$ cat config.mk
export PLATFORM = sky130hd
export DESIGN_NAME = dispatch_scheduler
export DESIGN_NICKNAME = d
export VERILOG_FILES = /design/src/rtl/source_config_pkg.sv /design/src/rtl/dispatch_scheduler.sv
export SDC_FILE = /design/constraint.sdc
export NUM_CORES = 1
export LEC_CHECK = 0
export BUFFER_PORTS_ARGS = -buffer_cell sky130_fd_sc_hd__buf_2
export CAP_MARGIN = 20
export CORE_MARGIN = 2
export CORE_UTILIZATION = 35
export CTS_BUF_LIST = sky130_fd_sc_hd__clkbuf_16
export DETAILED_ROUTE_END_ITERATION = 12
export HOLD_SLACK_MARGIN = 0.08
export SYNTH_ARGS = -nofsm -noshare
export SYNTH_HDL_FRONTEND = slang
export SYNTH_SLANG_ARGS = --single-unit
$ cat constraint.sdc
create_clock -name clk -period 10.7 [get_ports clk]
set_clock_uncertainty 0.15 [all_clocks]
set_input_delay 0.535 -clock clk [delete_from_list [all_inputs] [get_ports clk]]
set_output_delay 0.535 -clock clk [all_outputs]
set_load 0.02 [all_outputs]
$ cat src/rtl/source_config_pkg.sv
// Shared network_source configuration: opcodes, packet layout, scheduler states
// and the packet packers used by both the encoder and the decoder side.
package source_config;

    localparam int NET_NUM_INP      = 4;
    localparam int NET_CHARGE_WIDTH = 8;
    localparam int IDX_WIDTH        = $clog2(NET_NUM_INP);
    localparam int OP_WIDTH         = 2;
    localparam int MAX_RUN_WIDTH    = 8;
    localparam int SPK_WIDTH        = IDX_WIDTH + NET_CHARGE_WIDTH;
    localparam int PAYLOAD_WIDTH    = (MAX_RUN_WIDTH > SPK_WIDTH) ? MAX_RUN_WIDTH : SPK_WIDTH;
    localparam int SRC_WIDTH        = OP_WIDTH + PAYLOAD_WIDTH;

    typedef enum logic [OP_WIDTH-1:0] {
        OP_NOP = 2'd0,
        OP_RUN = 2'd1,
        OP_SPK = 2'd2,
        OP_CLR = 2'd3
    } opcode_t;

    typedef enum logic [2:0] {
        S_IDLE,
        S_GAP,
        S_SPIKE,
        S_TAIL,
        S_CLEAR
    } sched_state_t;

    // Count occupies the top run_width bits of the payload; run_width is a
    // constant at every call site so the shift folds away.
    function automatic logic [SRC_WIDTH-1:0] pack_run(input logic [MAX_RUN_WIDTH-1:0] count,
                                                      input int run_width);
        logic [PAYLOAD_WIDTH-1:0] field;
        field = PAYLOAD_WIDTH'(count) << (PAYLOAD_WIDTH - run_width);
        return {OP_RUN, field};
    endfunction

    function automatic logic [SRC_WIDTH-1:0] pack_spk(input logic [IDX_WIDTH-1:0] idx,
                                                      input logic signed [NET_CHARGE_WIDTH-1:0] val);
        logic [PAYLOAD_WIDTH-1:0] field;
        field = PAYLOAD_WIDTH'({idx, val}) << (PAYLOAD_WIDTH - SPK_WIDTH);
        return {OP_SPK, field};
    endfunction

    function automatic logic [SRC_WIDTH-1:0] pack_clr();
        return {OP_CLR, {PAYLOAD_WIDTH{1'b0}}};
    endfunction

endpackage

$ cat src/rtl/dispatch_scheduler.sv
// Turns timestamped spike events into RUN/SPK/CLR packets for network_source,
// tracking absolute network time within an episode.
module dispatch_scheduler
    import source_config::*;
#(
    parameter int RUN_WIDTH   = 8,
    parameter int TIME_WIDTH  = 16,
    parameter bit CLR_ON_LAST = 1'b1
) (
    input  logic                               clk,
    input  logic                               arstn,
    input  logic                               evt_valid,
    output logic                               evt_ready,
    input  logic [TIME_WIDTH-1:0]              evt_time,
    input  logic [IDX_WIDTH-1:0]               evt_idx,
    input  logic signed [NET_CHARGE_WIDTH-1:0] evt_val,
    input  logic                               evt_last,
    input  logic [RUN_WIDTH-1:0]               run_tail,
    output logic                               src_valid,
    input  logic                               src_ready,
    output logic [SRC_WIDTH-1:0]               src,
    output logic [TIME_WIDTH-1:0]              cur_time,
    output logic                               late,
    output logic                               busy
);

    localparam logic [TIME_WIDTH-1:0] RUN_MAX = TIME_WIDTH'((1 << RUN_WIDTH) - 1);

    sched_state_t                      state, state_n;
    logic [TIME_WIDTH-1:0]             cur_time_n;
    logic                              late_n;
    logic [TIME_WIDTH-1:0]             ev_time, ev_time_n;
    logic [IDX_WIDTH-1:0]              ev_idx, ev_idx_n;
    logic signed [NET_CHARGE_WIDTH-1:0] ev_val, ev_val_n;
    logic                              ev_last, ev_last_n;
    logic [RUN_WIDTH-1:0]              ev_tail, ev_tail_n;
    logic [TIME_WIDTH-1:0]             gap_rem, gap_rem_n;
    logic [RUN_WIDTH-1:0]              chunk, chunk_n;
    logic [SRC_WIDTH-1:0]              src_n;
    logic                              hs;
    logic                              finish;

    assign hs        = src_valid && src_ready;
    assign evt_ready = (state == S_IDLE);
    assign busy      = (state != S_IDLE);

    // Chunk for the RUN now on the bus, and for the one loaded at this edge.
    always_comb begin
        gap_rem   = ev_time - cur_time;
        chunk     = (gap_rem > RUN_MAX) ? RUN_MAX[RUN_WIDTH-1:0] : gap_rem[RUN_WIDTH-1:0];
        gap_rem_n = ev_time_n - cur_time_n;
        chunk_n   = (gap_rem_n > RUN_MAX) ? RUN_MAX[RUN_WIDTH-1:0] : gap_rem_n[RUN_WIDTH-1:0];
    end

    always_comb begin
        state_n    = state;
        cur_time_n = cur_time;
        late_n     = late;
        ev_time_n  = ev_time;
        ev_idx_n   = ev_idx;
        ev_val_n   = ev_val;
        ev_last_n  = ev_last;
        ev_tail_n  = ev_tail;
        finish     = 1'b0;
        case (state)
            S_IDLE: begin
                if (evt_valid) begin
                    ev_time_n = evt_time;
                    ev_idx_n  = evt_idx;
                    ev_val_n  = evt_val;
                    ev_last_n = evt_last;
                    ev_tail_n = run_tail;
                    state_n   = (evt_time > cur_time) ? S_GAP : S_SPIKE;
                    if (evt_time < cur_time) late_n = 1'b1;
                end
            end
            S_GAP: begin
                if (hs) begin
                    cur_time_n = cur_time + TIME_WIDTH'(chunk);
                    if (cur_time_n == ev_time) state_n = S_SPIKE;
                end
            end
            S_SPIKE: begin
                if (hs) begin
                    if (!ev_last)            state_n = S_IDLE;
                    else if (ev_tail != '0)  state_n = S_TAIL;
                    else if (CLR_ON_LAST)    state_n = S_CLEAR;
                    else                     finish  = 1'b1;
                end
            end
            S_TAIL: begin
                if (hs) begin
                    if (CLR_ON_LAST) state_n = S_CLEAR;
                    else             finish  = 1'b1;
                end
            end
            S_CLEAR: begin
                if (hs) finish = 1'b1;
            end
            default: state_n = S_IDLE;
        endcase
        // The tail is never added to cur_time; finishing zeroes it anyway.
        if (finish) begin
            state_n    = S_IDLE;
            cur_time_n = '0;
        end
    end

    // Packet for the state entered at this edge; while stalled the inputs are
    // unchanged, so the recomputed packet is bit-identical.
    always_comb begin
        case (state_n)
            S_GAP:   src_n = pack_run(MAX_RUN_WIDTH'(chunk_n), RUN_WIDTH);
            S_SPIKE: src_n = pack_spk(ev_idx_n, ev_val_n);
            S_TAIL:  src_n = pack_run(MAX_RUN_WIDTH'(ev_tail_n), RUN_WIDTH);
            S_CLEAR: src_n = pack_clr();
            default: src_n = '0;
        endcase
    end

    always_ff @(posedge clk or negedge arstn) begin
        if (!arstn) begin
            state     <= S_IDLE;
            cur_time  <= '0;
            late      <= 1'b0;
            src       <= '0;
            src_valid <= 1'b0;
        end else begin
            state     <= state_n;
            cur_time  <= cur_time_n;
            late      <= late_n;
            src       <= src_n;
            src_valid <= (state_n != S_IDLE);
        end
    end

    always_ff @(posedge clk) begin
        ev_time <= ev_time_n;
        ev_idx  <= ev_idx_n;
        ev_val  <= ev_val_n;
        ev_last <= ev_last_n;
        ev_tail <= ev_tail_n;
    end

endmodule
# Word level (Yosys, flattened, before mapping)
# Cells that the tools add are included.
# word_totals
inputBits,39
output_inout_bits,32
wordCells,59
regBits,68
# op_classes
magnitude_cmp,4
n_addsub,3
reduce_logical,7
eq_ne,9
muxes,26
# ops
operator,n
$mux W16,5
$mux W8,6
$pmux W12 S4,1
$gt A16 B8 Y1 const B,2
$sub A16 B16 Y16,2
$mux W3,8
$add A16 B8 Y16,1
$eq A16 B16 Y1,1
$gt A16 B16 Y1,1
$lt A16 B16 Y1,1
$pmux W3 S5,1
$eq A3 B2 Y1 const B,4
$reduce_bool A8 Y1,1
$eq A3 B1 Y1 const B,2
$eq A3 B3 Y1 const B,2
$mux W2,3
$reduce_bool A3 Y1,2
$logic_not A3 Y1,1
$reduce_and A3 Y1,1
$mux W1,2
$reduce_and A2 Y1,1
$logic_and A1 B1 Y1,1

# Depth between registers and ports, before layout
# logic_depth
depth_word,11
depth_mapped,31
mapped_depth_nobuf,29

# Worst setup path after synthesis
# Ideal clock, no wire load.
# synth_timing
path_type,register to register
from,register cur_time[0]
to,register src[6]
arrival_ns,6.864
setup_slack_ns,3.538
required_ns,10.403
synth_period_minus_slack_ns,7.162
path_stages_with_launch,28
setup_time_ns,0.147
path_buffers,0
cell_sequence,dfrtp_1 ha_1 fa_1 nor2b_1 o21ai_0 a21boi_0 o221ai_1 a31o_2 xnor2_1 nor4_1 nand4_1 ha_1 fa_1 a211oi_1 o21ai_0 a31oi_2 nor3_1 xnor2_1 or2_2 ha_1 o21a_1 nor2_1 xor2_1 o2111ai_1 nor4bb_1 nand4_1 a2111oi_0 o221ai_1
# synth_between
elab_chain_len,11
word_cells_on_any_way,23
classes_between,3 x add/sub; 3 x order compare; 5 x eq/ne; 12 x mux
# synth_lines
item,line_no,source
from (decl),dispatch_scheduler.sv:22,"output logic [TIME_WIDTH-1:0] cur_time,"
from (signal assigned),dispatch_scheduler.sv:130,cur_time <= cur_time_n;
$sub A16 B16 Y16,dispatch_scheduler.sv:49,gap_rem = ev_time - cur_time;
$gt A16 B8 Y1,dispatch_scheduler.sv:50,chunk = (gap_rem > RUN_MAX) ? RUN_MAX[RUN_WIDTH-1:0] : gap_rem[RUN_WIDTH-1:0];
$mux W8,dispatch_scheduler.sv:50,
$add A16 B8 Y16,dispatch_scheduler.sv:79,cur_time_n = cur_time + TIME_WIDTH'(chunk);
$mux W16 or $eq A16 B16 Y1 (tied branches),"dispatch_scheduler.sv:78, dispatch_scheduler.sv:80",
$mux W16 or $mux W3 (tied branches),"dispatch_scheduler.sv:65, dispatch_scheduler.sv:80",
$mux W16 or $mux W3 (tied branches),"dispatch_scheduler.sv:103, dispatch_scheduler.sv:78",
$sub A16 B16 Y16 or $pmux W3 S5 (tied branches),"dispatch_scheduler.sv:51, dispatch_scheduler.sv:65",
$gt A16 B8 Y1 or $mux W3 (tied branches),"dispatch_scheduler.sv:52, dispatch_scheduler.sv:103",
"$mux W8, or another cell as far along",dispatch_scheduler.sv:52,chunk_n = (gap_rem_n > RUN_MAX) ? RUN_MAX[RUN_WIDTH-1:0] : gap_rem_n[RUN_WIDTH-1:0];
$pmux W12 S4 (*),dispatch_scheduler.sv:112,case (state_n)
via src_n[6],dispatch_scheduler.sv:39,logic [SRC_WIDTH-1:0] src_n;
to (signal assigned),dispatch_scheduler.sv:132,src <= src_n;
to (decl),dispatch_scheduler.sv:21,"output logic [SRC_WIDTH-1:0] src,"
# The timed path passes the listed nets; every way through them passes the cells marked *.
# A chain may end at the register's enable or synchronous reset.

# Worst setup path after layout
# Same ends and word-level chain as after synthesis.

==> flow_metrics.tcl <==
set metrics [dict create \
    track_usage 0.178 \
    netlist_area_um2 5540 \
    clk_root_buffer_cell "clkbuf_16" \
    r2r_cells 27 \
    dp_hpwl_um 11900 \
    path_clk_slew_ps 60 \
    rows 46 \
    timing.rr.start "cur_time[0]" \
    wl_met1_um 6930 \
    start_util 0.354 \
    syn_nets 731 \
    grt_pass1_vias 4607 \
    gp_congestion 0.896 \
    clockBufferDepth 2 \
    final-hold-violation-count 0 \
    portBuffers 70 \
    cts_tree "built" \
    critical-path-max-stage-delay_ps 590 \
    required_ps 10730 \
    worst_path_most_repeated_cell "o21ai_0" \
    fin_crit_sh 0.754 \
    antenna_found_initial 0 \
    grt_pass1_wl_um 23600 \
    hold_path.class "in -> async" \
    crit_slowest_cell "mux2i_1" \
    synth_warnings 0 \
    wl_per_cell_um 16.1 \
    postCtsResizedCells 0 \
    worstSetupStartpointType "flip-flop" \
    synth_edf_count 1 \
    post_cts_buffers 0 \
    critical_path_class "reg -> reg" \
    top_layer "met4" \
    wl_met2_um 6910 \
    critPathArrivalTime_ps 8100 \
    startpoint "cur_time[0]" \
    layout-drive-gt1-share 0.200 \
    synthArstFlopShare 0.485 \
    placed_area_um2 6070 \
    layoutNonFillerInstCount 917 \
    r2r_end "src[6]" \
    drt-pass1-iter-count 5 \
    grt.overflow.total 0 \
    max-cap-violations 0 \
    synthCells 634 \
    dr_wl_met3_um 725 \
    end_kind "flip-flop" \
    postCtsHoldBufs 0 \
    via_per_inst 5.27 \
    h-tree-depth 3 \
    synth_area_leader_cell "dfrtp_1" \
    status "complete, no violations" \
    die_h_um 130 \
    fin_setup_tns_ps 0 \
    synth.top_cell.area_share 0.149 \
    slew_headroom 0.335 \
    core_area_um2 15700 \
    dp_cells 901 \
    worstMarginPinSlew_ps 997 \
    cts_buffers 9 \
    max_freq_mhz 124 \
    die_w_um 130 \
    die-area_um2 16900 \
    insertion_delay_ps 330 \
    grt_start_max_net_pins 40 \
    setup_viol 0 \
    r2r_slack_ps 2630 \
    synth.distinct_cells 76 \
    wirelength_um 14800 \
    final_antenna_net_count 0 \
    synth_seq_area_share 0.277 \
    rsz0062_at_grt "no" \
    crit_fanout 8 \
    antennaDiodeCount 0 \
    ys.flop_type "dfxtp_1" \
    drt_iter0_drc 295 \
    ys_ff_latch 68 \
    fin_crit_ps 8070 \
    layout.nets 793 \
    crit_end "src[6]" \
    design_area_um2 6340 \
    ys_top_cells_by_area "dfrtp_1 15%, ha_1 12%, dfxtp_1 12%" \
    vias 4829 \
    avgSynthCellArea_um2 8.74 \
    area_growth_pct 14.4 \
    drc_errors 0 \
    cts_sinks 68 \
    io-pin-count 71 \
    drv_slew 0 \
]
state kept, by name (all words and copies together) (netlist names):
register / count
late: 1
src_valid: 1
ev_idx: 2
src: 12
ev_last: 1
ev_time: 16
cur_time: 16
ev_tail: 8
state: 3
ev_val: 8
cells in the mapped netlist (5+ instances only):
library cell  instances
a211oi_1              7
mux2_2               26
nor2b_1               8
nand4_1              20
xor2_1               15
or2_2                13
or3_1                 6
nor3b_1               5
o21ai_0              24
dfxtp_1              34
xnor2_1              28
nor3_1               14
a21oi_1              38
nor4_1                7
a21o_1               10
nand3_1              16
nand2b_1              7
clkbuf_1              7
o21a_1               10
nand2_1              38
mux2i_1              14
o211ai_1              5
nor2_1               42
inv_1                57
ha_1                 55
o221ai_1             12
buf_2                 6
dfrtp_1              33
cells in the final DEF, fill, tap and decap left out, types with 3 or more instances in the layout:
cell / instances
nor2_1: 42
buf_2: 70
a21oi_1: 38
nand4_1: 20
ha_1: 55
or2_2: 13
a21o_1: 10
dfxtp_1: 34
a211oi_1: 7
nor4b_1: 3
xnor2_1: 28
o211ai_1: 5
inv_1: 58
xor2_1: 15
and3_1: 4
mux2i_1: 14
nor2b_1: 8
mux2_2: 26
o221ai_1: 12
o21ai_0: 24
fa_1: 3
and2_1: 3
clkbuf_16: 9
o21a_1: 10
or4_1: 4
nand2_1: 38
nor3b_1: 5
nand2b_1: 7
nor3_1: 14
nor4_1: 7
dfrtp_1: 33
o31ai_1: 3
nand3_1: 16
o2111ai_1: 3
or3_1: 6
metal layers:
| layer | up-vias | global-route usage |
|---|---|---|
| met4 | 0 | 0.0462 |
| met2 | 130 | 0.289 |
| li1 | 2423 | - |
| met5 | - | 0 |
| met1 | 2257 | 0.248 |
| met3 | 19 | 0.0262 |
through the flow:
| stage | utilization | hold slack [ps] | worst slack [ps] |
|---|---|---|---|
| after global routing | 0.405 | 223 | 1820 |
| final | 0.405 | 158 | 2630 |
| after CTS | 0.405 | 188 | 2670 |
| after detailed placement | 0.388 | 297 | 2740 |
| after global placement | 0.388 | 289 | 2860 |
| after floorplan | - | 89.4 | 3540 |
logic make-up (layout without fill, tap and decap cells):
logic type	after synthesis	count (layout)	synth area share
buf+inv	77	144	0.0564
xor+xnor	44	44	0.0722
compound gates	148	148	0.193
simple gates	199	199	0.188
fa+ha+maj	58	58	0.135
flops	68	68	0.277
mux	40	40	0.0781
layout make-up:
class                      count  area [um^2]
clock buffer                   9          225
clock inverter                 7         45.0
fill                        1634         9310
inverter                      57          214
multi-input combinational    489         3700
sequential                    68         1540
tap                          216          270
timing repair buffer          71          358
worst min path at each step:
| stage | depth (start not counted) | from | end | slack, ps |
|---|---|---|---|---|
| 2_1_floorplan | 0 | arstn | cur_time[0] | 90 |
| 3_3_place_gp | 2 | ev_val[4] | ev_val[4] | 290 |
| 3_5_place_dp | 1 | late | late | 300 |
| 4_1_cts | 1 | arstn | cur_time[14] | 190 |
| 5_1_grt | 1 | evt_last | ev_last | 220 |
| 6_report | 1 | arstn | cur_time[14] | 160 |
critical path: cells and delay by family (launching register included):
kind	cells	cell delay, ps
mux	1	590
simple gates	6	1370
compound gates	14	3510
flops	1	440
fa+ha+maj	5	1710
xor+xnor	1	150
Power is not shown: default switching activity piles up to over one toggle a cycle in this logic, so the estimate is an artifact.
